`config.mk`:
```
export PLATFORM = sky130hd
export DESIGN_NAME = alu_stack_sequencer
export DESIGN_NICKNAME = d
export VERILOG_FILES = /design/src/rtl/alu_stack_sequencer.sv
export SDC_FILE = /design/constraint.sdc
export NUM_CORES = 1
export LEC_CHECK = 0
export ABC_AREA = 0
export BUFFER_PORTS_ARGS = -buffer_cell sky130_fd_sc_hd__buf_2
export CAP_MARGIN = 20
export CORE_MARGIN = 1.5
export CORE_UTILIZATION = 55
export DETAILED_ROUTE_END_ITERATION = 10
export GPL_TIMING_DRIVEN = 0
export PLACE_DENSITY = 0.75
export SLEW_MARGIN = 10
export SYNTH_ARGS = -nofsm -noshare
export SYNTH_HDL_FRONTEND = slang
export SYNTH_SLANG_ARGS = --single-unit
```
`constraint.sdc`:
```
create_clock -name clk -period 4.1 [get_ports clk]
set_clock_uncertainty 0.2 [all_clocks]
set_input_delay 0.82 -clock clk [delete_from_list [all_inputs] [get_ports clk]]
set_output_delay 0.82 -clock clk [all_outputs]
set_load 0.05 [all_outputs]
```
`src/rtl/alu_stack_sequencer.sv`:
```
// Operand sequencer for the 8-bit ALU: a small working stack feeding op1/op2,
// with literal pushes, result writeback and sticky error reporting.
module alu_stack_sequencer #(
  parameter int DEPTH = 16,
  parameter int CNT_W = $clog2(DEPTH) + 1
) (
  input  logic             clk,
  input  logic             rst_n,
  input  logic             cmd_valid,
  output logic             cmd_ready,
  input  logic             cmd_push,
  input  logic [3:0]       cmd_op,
  input  logic [7:0]       cmd_data,
  output logic [7:0]       alu_op1,
  output logic [7:0]       alu_op2,
  output logic [3:0]       alu_operation,
  input  logic [7:0]       alu_result,
  input  logic             alu_carry,
  input  logic             alu_zero,
  output logic             done,
  output logic             carry_flag,
  output logic             zero_flag,
  output logic [7:0]       top,
  output logic [CNT_W-1:0] count,
  output logic             err_overflow,
  output logic             err_underflow,
  output logic             err_illegal
);

  localparam int AW = $clog2(DEPTH);

  localparam logic [1:0] ST_IDLE  = 2'd0;
  localparam logic [1:0] ST_FETCH = 2'd1;
  localparam logic [1:0] ST_EXEC  = 2'd2;
  localparam logic [1:0] ST_WB    = 2'd3;

  logic [7:0]       stack_mem [DEPTH];
  logic [1:0]       state_reg;
  logic [CNT_W-1:0] count_reg;
  logic [7:0]       top_reg;
  logic [3:0]       op_reg;
  logic [7:0]       op1_reg, op2_reg;
  logic [3:0]       operation_reg;
  logic [7:0]       result_reg;
  logic             carry_cap_reg, zero_cap_reg;
  logic             carry_flag_reg, zero_flag_reg;
  logic             done_reg;
  logic             ovf_reg, unf_reg, ill_reg;

  logic             accept;
  logic             full;
  logic [AW-1:0]    second_ptr;
  logic             mem_we;
  logic [AW-1:0]    mem_waddr;
  logic [7:0]       mem_wdata;

  assign cmd_ready  = rst_n && (state_reg == ST_IDLE);
  assign accept     = cmd_valid && cmd_ready;
  assign full       = (count_reg == CNT_W'(DEPTH));
  assign second_ptr = AW'(count_reg - CNT_W'(2));

  // One write port shared by literal pushes and ALU writeback; both are
  // suppressed while reset is asserted so an abandoned op leaves no trace.
  always_comb begin
    mem_we    = 1'b0;
    mem_waddr = AW'(count_reg);
    mem_wdata = cmd_data;
    if (rst_n) begin
      if (accept && cmd_push && !full) begin
        mem_we = 1'b1;
      end else if (state_reg == ST_WB) begin
        mem_we    = 1'b1;
        mem_waddr = second_ptr;
        mem_wdata = result_reg;
      end
    end
  end

  always_ff @(posedge clk) begin
    if (mem_we) begin
      stack_mem[mem_waddr] <= mem_wdata;
    end
  end

  always_ff @(posedge clk) begin
    if (!rst_n) begin
      state_reg      <= ST_IDLE;
      count_reg      <= '0;
      top_reg        <= '0;
      op_reg         <= '0;
      op1_reg        <= '0;
      op2_reg        <= '0;
      operation_reg  <= '0;
      result_reg     <= '0;
      carry_cap_reg  <= 1'b0;
      zero_cap_reg   <= 1'b0;
      carry_flag_reg <= 1'b0;
      zero_flag_reg  <= 1'b0;
      done_reg       <= 1'b0;
      ovf_reg        <= 1'b0;
      unf_reg        <= 1'b0;
      ill_reg        <= 1'b0;
    end else begin
      done_reg <= 1'b0;
      case (state_reg)
        ST_IDLE: begin
          if (accept) begin
            if (cmd_push) begin
              done_reg <= 1'b1;
              if (full) begin
                ovf_reg <= 1'b1;
              end else begin
                count_reg <= count_reg + CNT_W'(1);
                top_reg   <= cmd_data;
              end
            end else if (cmd_op[3]) begin
              ill_reg  <= 1'b1;
              done_reg <= 1'b1;
            end else if (count_reg < CNT_W'(2)) begin
              unf_reg  <= 1'b1;
              done_reg <= 1'b1;
            end else begin
              op_reg    <= cmd_op;
              state_reg <= ST_FETCH;
            end
          end
        end
        ST_FETCH: begin
          // top_reg mirrors stack[count-1], so only one array read is needed
          op1_reg       <= stack_mem[second_ptr];
          op2_reg       <= top_reg;
          operation_reg <= op_reg;
          state_reg     <= ST_EXEC;
        end
        ST_EXEC: begin
          result_reg    <= alu_result;
          carry_cap_reg <= alu_carry;
          zero_cap_reg  <= alu_zero;
          state_reg     <= ST_WB;
        end
        default: begin
          count_reg      <= count_reg - CNT_W'(1);
          top_reg        <= result_reg;
          carry_flag_reg <= carry_cap_reg;
          zero_flag_reg  <= zero_cap_reg;
          done_reg       <= 1'b1;
          state_reg      <= ST_IDLE;
        end
      endcase
    end
  end

  assign alu_op1       = op1_reg;
  assign alu_op2       = op2_reg;
  assign alu_operation = operation_reg;
  assign done          = done_reg;
  assign carry_flag    = carry_flag_reg;
  assign zero_flag     = zero_flag_reg;
  assign top           = top_reg;
  assign count         = count_reg;
  assign err_overflow  = ovf_reg;
  assign err_underflow = unf_reg;
  assign err_illegal   = ill_reg;

endmodule

```
# Yosys cells after proc, flatten, opt, wreduce, memory -nomap -nowiden
# Memories as Yosys holds them, arrays and structs flattened. A register that Yosys moved wholly into a read port is not among the register bits.
# Cells that the tools add are included.
[op_classes] n_bitwise=4 n_addsub=3 n_reduce_logical=15 n_lt_le_gt_ge=1 n_mux=29 n_eq_ne=10
[op_table] cell="$mux W8" count=6
[op_table] cell="$pmux W8 S2" count=1
[op_table] cell="$reduce_and A4 Y1" count=4
[op_table] cell="$mux W5" count=3
[op_table] cell="$mux W4" count=3
[op_table] cell="$ne A2 B2 Y1 const B" count=6
[op_table] cell="$pmux W5 S2" count=1
[op_table] cell="$reduce_and A5 Y1" count=2
[op_table] cell="$mux W1" count=9
[op_table] cell="$mux W2" count=4
[op_table] cell="$pmux W2 S3" count=1
[op_table] cell="$add A5 B1 Y5 const B" count=1
[op_table] cell="$eq A5 B5 Y1 const B" count=1
[op_table] cell="$lt A5 B2 Y1 const B" count=1
[op_table] cell="$sub A5 B1 Y5 const B" count=1
[op_table] cell="$eq A2 B2 Y1 const B" count=2
[op_table] cell="$logic_and A1 B1 Y1" count=4
[op_table] cell="$not A1 Y1" count=4
[op_table] cell="$sub A4 B2 Y4 const B" count=1
[op_table] cell="$reduce_or A3 Y1" count=1
[op_table] cell="$eq A2 B1 Y1 const B" count=1
[op_table] cell="$logic_not A1 Y1" count=2
[op_table] cell="$logic_not A2 Y1" count=1
[op_table] cell="$pmux W1 S2" count=1
[op_table] cell="$reduce_or A2 Y1" count=1
[word_totals] register_bits=45 ram_bits=128 wordCells=78 out_inout_bits=40 inputBits=26 mem_count=1
[mem_list] memory="stack_mem" depth=16 width=8 read_ports=1 rd_clocked_by_memory_dff=1 wr=1 line="37" source="logic [7:0] stack_mem [DEPTH];"

# Depth between registers and ports, before layout
# Gate-level depths: netlist (run 1).
[depth] word_depth=9 mapped_depth=10 ltp_nobuf=9

# Least setup slack after synthesis (run 1)
# Ideal clock, no wire load.
[synth_timing] path_type="reg2reg" from="register count_reg[1], in the netlist count[1]" to="memory stack_mem[15][0] (enable)" required_ns=3.517 setup_time_ns=0.383 arrival_ns=2.838 slack_ns=0.679 synth_period_minus_slack_ns=3.421 path_stages_with_launch=8 path_buffers=3 path_cell_list="dfxtp_1 buf_4 buf_4 inv_1 ha_1 clkbuf_1 o31a_1 nor3_1"
[synth_via] elab_chain_len=7 word_cells_on_any_way=11 cone_classes="add/sub: 1; eq/ne: 1; mux: 7; reduce/logical: 2"
[synth_rtl] item="start, declared" line="39" source="logic [CNT_W-1:0] count_reg;"
[synth_rtl] item="start signal, assigned" line="113" source="count_reg <= count_reg + CNT_W'(1);"
[synth_rtl] item="start signal, assigned" line="142" source="count_reg <= count_reg - CNT_W'(1);"
[synth_rtl] item="$eq A5 B5 Y1" line="59" source="assign full = (count_reg == CNT_W'(DEPTH));"
[synth_rtl] item="$logic_not A1 Y1" line="69" source="if (accept && cmd_push && !full) begin"
[synth_rtl] item="$logic_and A1 B1 Y1" line="69"
[synth_rtl] item="$mux W1" line="69"
[synth_rtl] item="$mux W1" line="68" source="if (rst_n) begin"
[synth_rtl] item="$mux W1" line="80" source="if (mem_we) begin"
[synth_rtl] item="$mux W1 (implied by the code)" line="81" source="stack_mem[mem_waddr] <= mem_wdata;"
[synth_rtl] item="end, declared" line="37"
# Parallel ways exist; a longest one is shown, timed or not.

# Final worst setup path (run 1)
[layout_timing] from="register count_reg[1], in the netlist count[1]" to="memory stack_mem[15][5] (enable)"
# The elaborated chain is that of the path after synthesis.

==> results of run 1 <==
## placed cells by master (no fill, tap or decap), drive strengths merged, types with 16 or more instances in the layout
| cell | count |
|---|---|
| buf | 83 |
| clkbuf | 26 |
| dfxtp | 53 |
| edfxtp | 128 |
| mux2i | 43 |
| mux4 | 32 |
| nand2 | 21 |
| nor2 | 17 |
| nor2b | 29 |
| o21ai | 16 |
## worst max path at each step
stage               startpoint          endpoint  depth (start not counted)
detailed placement    count[1]   stack_mem[7][2]                          7
global route          count[1]   stack_mem[2][3]                          8
floorplan             count[1]  stack_mem[15][0]                          7
finish                count[1]  stack_mem[15][5]                          8
CTS                   count[1]   stack_mem[7][2]                          7
global placement      count[1]  stack_mem[15][5]                          7
## cell families after synthesis
kind of cell / Yosys count / synth area share
other: 1 / 0.0005028
AND/OR/NAND/NOR: 94 / 0.06844
XOR/XNOR: 6 / 0.007046
adder cells (fa/ha/maj): 10 / 0.01778
flip-flops: 181 / 0.6576
multiplexers: 83 / 0.1664
buffers and inverters: 33 / 0.02147
AO/OA/AOI/OAI: 60 / 0.06073
## routing by layer
metal	wire, um	part of all wire	vias to the layer above
met5	0	0	-
met2	7695	0.48	192
met1	6657	0.42	2194
met3	1095	0.069	27
li1	-	-	1980
met4	506	0.032	0
## cell type report
type,instances,area (um^2),area share
plain buffers,25,130.1,0.01516
repair buffers,67,337.8,0.03935
well taps,176,220.2,0.02565
clock inverters,15,138.9,0.01618
inverters,8,30.03,0.003498
flip-flops and latches,181,4905,0.5713
clock buffers,17,425.4,0.04955
multi-input cells,254,2399,0.2794
## critical path, delay by kind of cell (launching register included)
kind | cells | cell delay [ps]
and+or+nand+nor | 1 | 700
adders and majority gates | 1 | 330
AOI/OAI and AO/OA | 1 | 430
buffers and inverters | 5 | 1240
DFF | 1 | 420
## power by group through the flow
stage                     clock network, mW  logic [mW]  registers (mW)
after detailed placement                  0       0.242            2.02
final                                  1.54       0.244            1.98
after floorplan                           0       0.135            2.05
after global placement                    0       0.236            2.02
after global routing                   1.64       0.260            1.98
after CTS                              1.56       0.244            1.98
## per-stage QoR
stage / setup slack [ps] / total power, mW / hold slack [ps]
after floorplan: 678.6 / 2.182 / 282.4
after global placement: 297.0 / 2.253 / 244.5
after detailed placement: 436.0 / 2.259 / 256.8
after CTS: 452.7 / 3.777 / 271.6
after global routing: 187.1 / 3.874 / 288.6
final: 486.6 / 3.759 / 266.0
==> results.md, run 1 <==
- Combinational share of power: 0.065
- Max Buffers Root-to-Sink: 2
- Clock power frac: 0.409
- Iteration-0 DRC Markers: 371
- Nets: 590
- Pwr/cell area: 437.8 nW/um^2
- Largest Register: stack_mem
- Initial antenna violation count: 0
- Final wirelength: 15.96 mm
- Crit path capture type: flop
- Via Count: 4393
- Die X: about 120 um
- Post-DRT Antenna Nets: 0
- Hold Path Origin: err_illegal
- Diode count: 0
- Commonest cells post-synth: edfxtp_1, dfxtp_1, mux2i_1
- Period Utilization, post-route: 0.8813
- Mapped Nets: approximately 500
- Worst-path clk slew: ~60 ps
- Core ar.: 13240 um^2
- Post-DP HPWL: 10.90 mm
- CP Cell Sequence: buf_4 > buf_4 > inv_1 > ha_1 > clkbuf_1 > o31a_1 > nor3_1 > buf_2
- CP Data Arrival Time: 3550 ps
- Fill cells: 981
- Starting Density: 0.5632
- Non-filler cells, final: around 740
- Hold Path Class: reg2reg
- RSZ-0062 raised after global routing: false
- Max reg flops: between 100 and 150
- Final non-filler cell area: 8586 um^2
- Top cells by area in the synthesized netlist: edfxtp_1, dfxtp_1, mux4_2
- Most used cell, CP: buf_4
- Maximum VDD drop: between 0.3 and 0.4 mV
- Global-route wire length before repair: 24.96 mm
- Top_reg_cell synth: edfxtp_1
- Vias per cell: 5.913
- # IOs: 66
- Netlist Area Pre-Place: 7458 um^2
- Postcts setup bufs: 0
- Setup TNS: 0 ps
- Peak Freq: 276.7 MHz
- Most common cell in the netlist: edfxtp_1
- Switch Pwr: just over 800 uW
- Grt met3 use: 0.04741
- Ys Warns: 0
- Slowest CP cell: nor3_1
- Fin. Hold Viols: 0
- Met1 Use GR: 0.3282
- Wire length per cell: around 21 um
- Tmin final: 3613 ps
- CTS buffer count: 17
- Cell taking the most area after synthesis: edfxtp_1
- GRT overflow: 0
- Worst-Skew Late Latency: 430 ps
- Async set-reset flop share out of synthesis: 0
- Maximum fanout along the worst path: 10
- Reg2reg setup slack: between 400 and 500 ps
- Area grow syn2layout: 15.11%
- Status: finished clean
- Cell Rows: 42
- Placed cell areas: ~8000 um^2
- Pin count of the biggest net entering global routing: 17
- Yosys top cell area share: 0.5153
- Layout Utilization: 0.6483
- Die height: 119.5 um
- Pre-Repair DR Iteration Count: 6
- Grt met2 use: 0.3807
- Syn Inst Count: 468
- Dpl cells: 710
- Post-synthesis sequential area ratio: 0.6576
- Die area: 14270 um^2
- Routability cong.: 0.9147
- Drt drc: 0
- Number of flops mapped to enable cells by yosys: ~130
- Total GRT Usage: 0.2419
- Worst Setup Path Type: reg2reg
- Hold Buf Count CTS: 0
- Share of cells above drive strength 1: 0.2787
- Relative slew margins: 0.4151
- Int Pwr: 2.945 mW
- Vias in the first global route: 4368
- Slew @ Worst Pin: 870.1 ps
- Switching share of power: 0.2167
- Sink Count: 181
- Final setup fails: 0
- CTS tree: yes
- CTS root buffer: clkbuf_16
- Hold path endpoint: err_illegal
- Lkg Pwr: 3.117 nW
- Slowest cell delay on critical path: 700 ps
- Post-synthesis register bit count: 181
- Resize count post-CTS: 0
- Critical R2R Capture: stack_mem[15][5]
- Synth cell types: slightly above 50
- Worst path required time: 4040 ps
- Hold path cells: 1
- Grt peak-use layer: met2
- CTS H-tree depth: 4
- Max-cap violations: 0
- Final Max Slew Viols: 0
- Reg power frac: 0.526
- Worst r2r path cells: 8
- RR Startpoint: count[1]
- Syn avg cell area: between 15 and 20 um^2
- IO Port Bufs: 64
- CP Launch Type: flop
Power figures use the tool's default switching activity.
==> inputs of run 2 (changes only) <==
- BUFFER_PORTS_ARGS: -buffer_cell sky130_fd_sc_hd__buf_2 -> -buffer_cell sky130_fd_sc_hd__buf_4
==> results.md, run 2 (synthesized netlist as in run 1, its figures left out) <==
- Final Max Slew Viols: 0
- Crit path to: stack_mem[9][7]
- Max reg flops: 128
- Core ar.: 13240 um^2
- Post-DRT Antenna Nets: 0
- Reg2reg setup slack: between 400 and 500 ps
- Pwr/cell area: 439.5 nW/um^2
- IO Port Bufs: 64
- Area grow syn2layout: 17.55%
- Diode count: 0
- Most frequent cells in the layout: edfxtp_1, buf_4, dfxtp_1
- Fin. Hold Viols: 0
- Worst-Skew Late Latency: 430 ps
- Nets: 591
- Sink Count: 181
- Status: finished clean
- Resize count post-CTS: 0
- Worst Setup Path Type: reg2reg
- CTS H-tree depth: 4
- Die area: roughly 14000 um^2
- Share of cells above drive strength 1: 0.2729
- Wire length per cell: 22.00 um
- Critical R2R Capture: stack_mem[9][7]
- Routability cong.: 0.8930
- CTS tree: yes
- Peak Freq: between 200 and 300 MHz
- Vias in the first global route: 4287
- Fill cells: 951
- Via Count: 4369
- Lkg Pwr: approximately 3.1 nW
- CTS root buffer: clkbuf_16
- CP Launch Type: flop
- Most common cell after layout, fill and taps aside: edfxtp_1
- Drt drc: 0
- Total GRT Usage: 0.2422
- Worst-path clk slew: 60 ps
- Largest Register: stack_mem
- Initial antenna violation count: 0
- Worst r2r path cells: 8
- GRT overflow: 0
- Period Utilization, post-route: 0.9015
- Die X: 119.5 um
- Postcts setup bufs: 0
- Hold Path Class: reg2reg
- Pin count of the biggest net entering global routing: 17
- Max-cap violations: 0
- CP Data Arrival Time: between 3000 and 4000 ps
- Worst path required time: 3950 ps
- Post-DP HPWL: 11.03 mm
- Max Buffers Root-to-Sink: 2
- Die height: 119.5 um
- Hold Buf Count CTS: 0
- Crit path capture type: flop
- Cell Rows: 42
- Pre-Repair DR Iteration Count: 5
- # IOs: 66
- Global-route wire length before repair: 24.98 mm
- Setup TNS: 0 ps
- Vias per cell: 5.872
- RSZ-0062 raised after global routing: false
- RR Startpoint: count[1]
- Final wirelength: 16.37 mm
- Maximum fanout along the worst path: 10
- Starting Density: 0.5632
- CTS buffer count: 17
- Final non-filler cell area: slightly below 9000 um^2
- Final Power: slightly below 4 mW
- Maximum VDD drop: 0.3129 mV
- Final setup fails: 0
- Placed cell areas: between 8000 and 9000 um^2
- Layout Utilization: 0.6620
- Relative slew margins: 0.3977
- Tmin final: 3696 ps
- Iteration-0 DRC Markers: 457
- Worst Setup SP: count[1]
- Slew @ Worst Pin: 903.4 ps
## run 2: worst min-delay path by stage
stage	from	endpoint	slack [ps]	cells past startpoint
after global routing	err_overflow	err_overflow	310	1
after detailed placement	err_illegal	err_illegal	260	1
final	err_overflow	err_overflow	270	1
after global placement	err_illegal	err_illegal	250	1
after floorplan	carry_cap_reg	carry_cap_reg	280	2
after CTS	err_illegal	err_illegal	280	1
## run 2: layout make-up
cell class | instances | area (um^2) | area share
clock buffers | 22 | 454.2 | 0.05181
inverters | 8 | 30.03 | 0.003425
well taps | 176 | 220.2 | 0.02512
multi-input cells | 254 | 2394 | 0.2730
flip-flops and latches | 181 | 4905 | 0.5594
plain buffers | 25 | 130.1 | 0.01484
repair buffers | 68 | 503.0 | 0.05737
clock inverters | 10 | 131.4 | 0.01499
## run 2: per-layer routing
metal,GRT usage,up-vias,wire (um),part of all wire
met5,0,-,0,0
li1,-,1980,-,-
met1,0.3433,2180,7102,0.43
met4,0.09821,0,425,0.026
met3,0.04215,32,1074,0.066
met2,0.3761,177,7768,0.47
## run 2: stage by stage
step,setup WS [ps],std cells,hold WS [ps]
2_1_floorplan,678.6,468,282.4
3_3_place_gp,244.6,708,253.0
3_5_place_dp,440.6,712,262.9
4_1_cts,405.8,744,278.1
5_1_grt,189.5,744,308.7
6_report,404.0,744,274.8
## run 2: power by group
| group | internal, mW | switching (mW) |
|---|---|---|
| Sequential | 1.97 | 0.00910 |
| Combinational | 0.101 | 0.155 |
| Clock | 0.969 | 0.651 |
| Total | 3.04 | 0.815 |
## run 2: worst max-delay path: stages, from the launching register on
cell and delay [ps]:
dfxtp_1 490, buf_4 310, buf_4 260, inv_1 140, ha_1 320, clkbuf_1 480
o31a_1 300, nand2_1 110, nor2_1 690
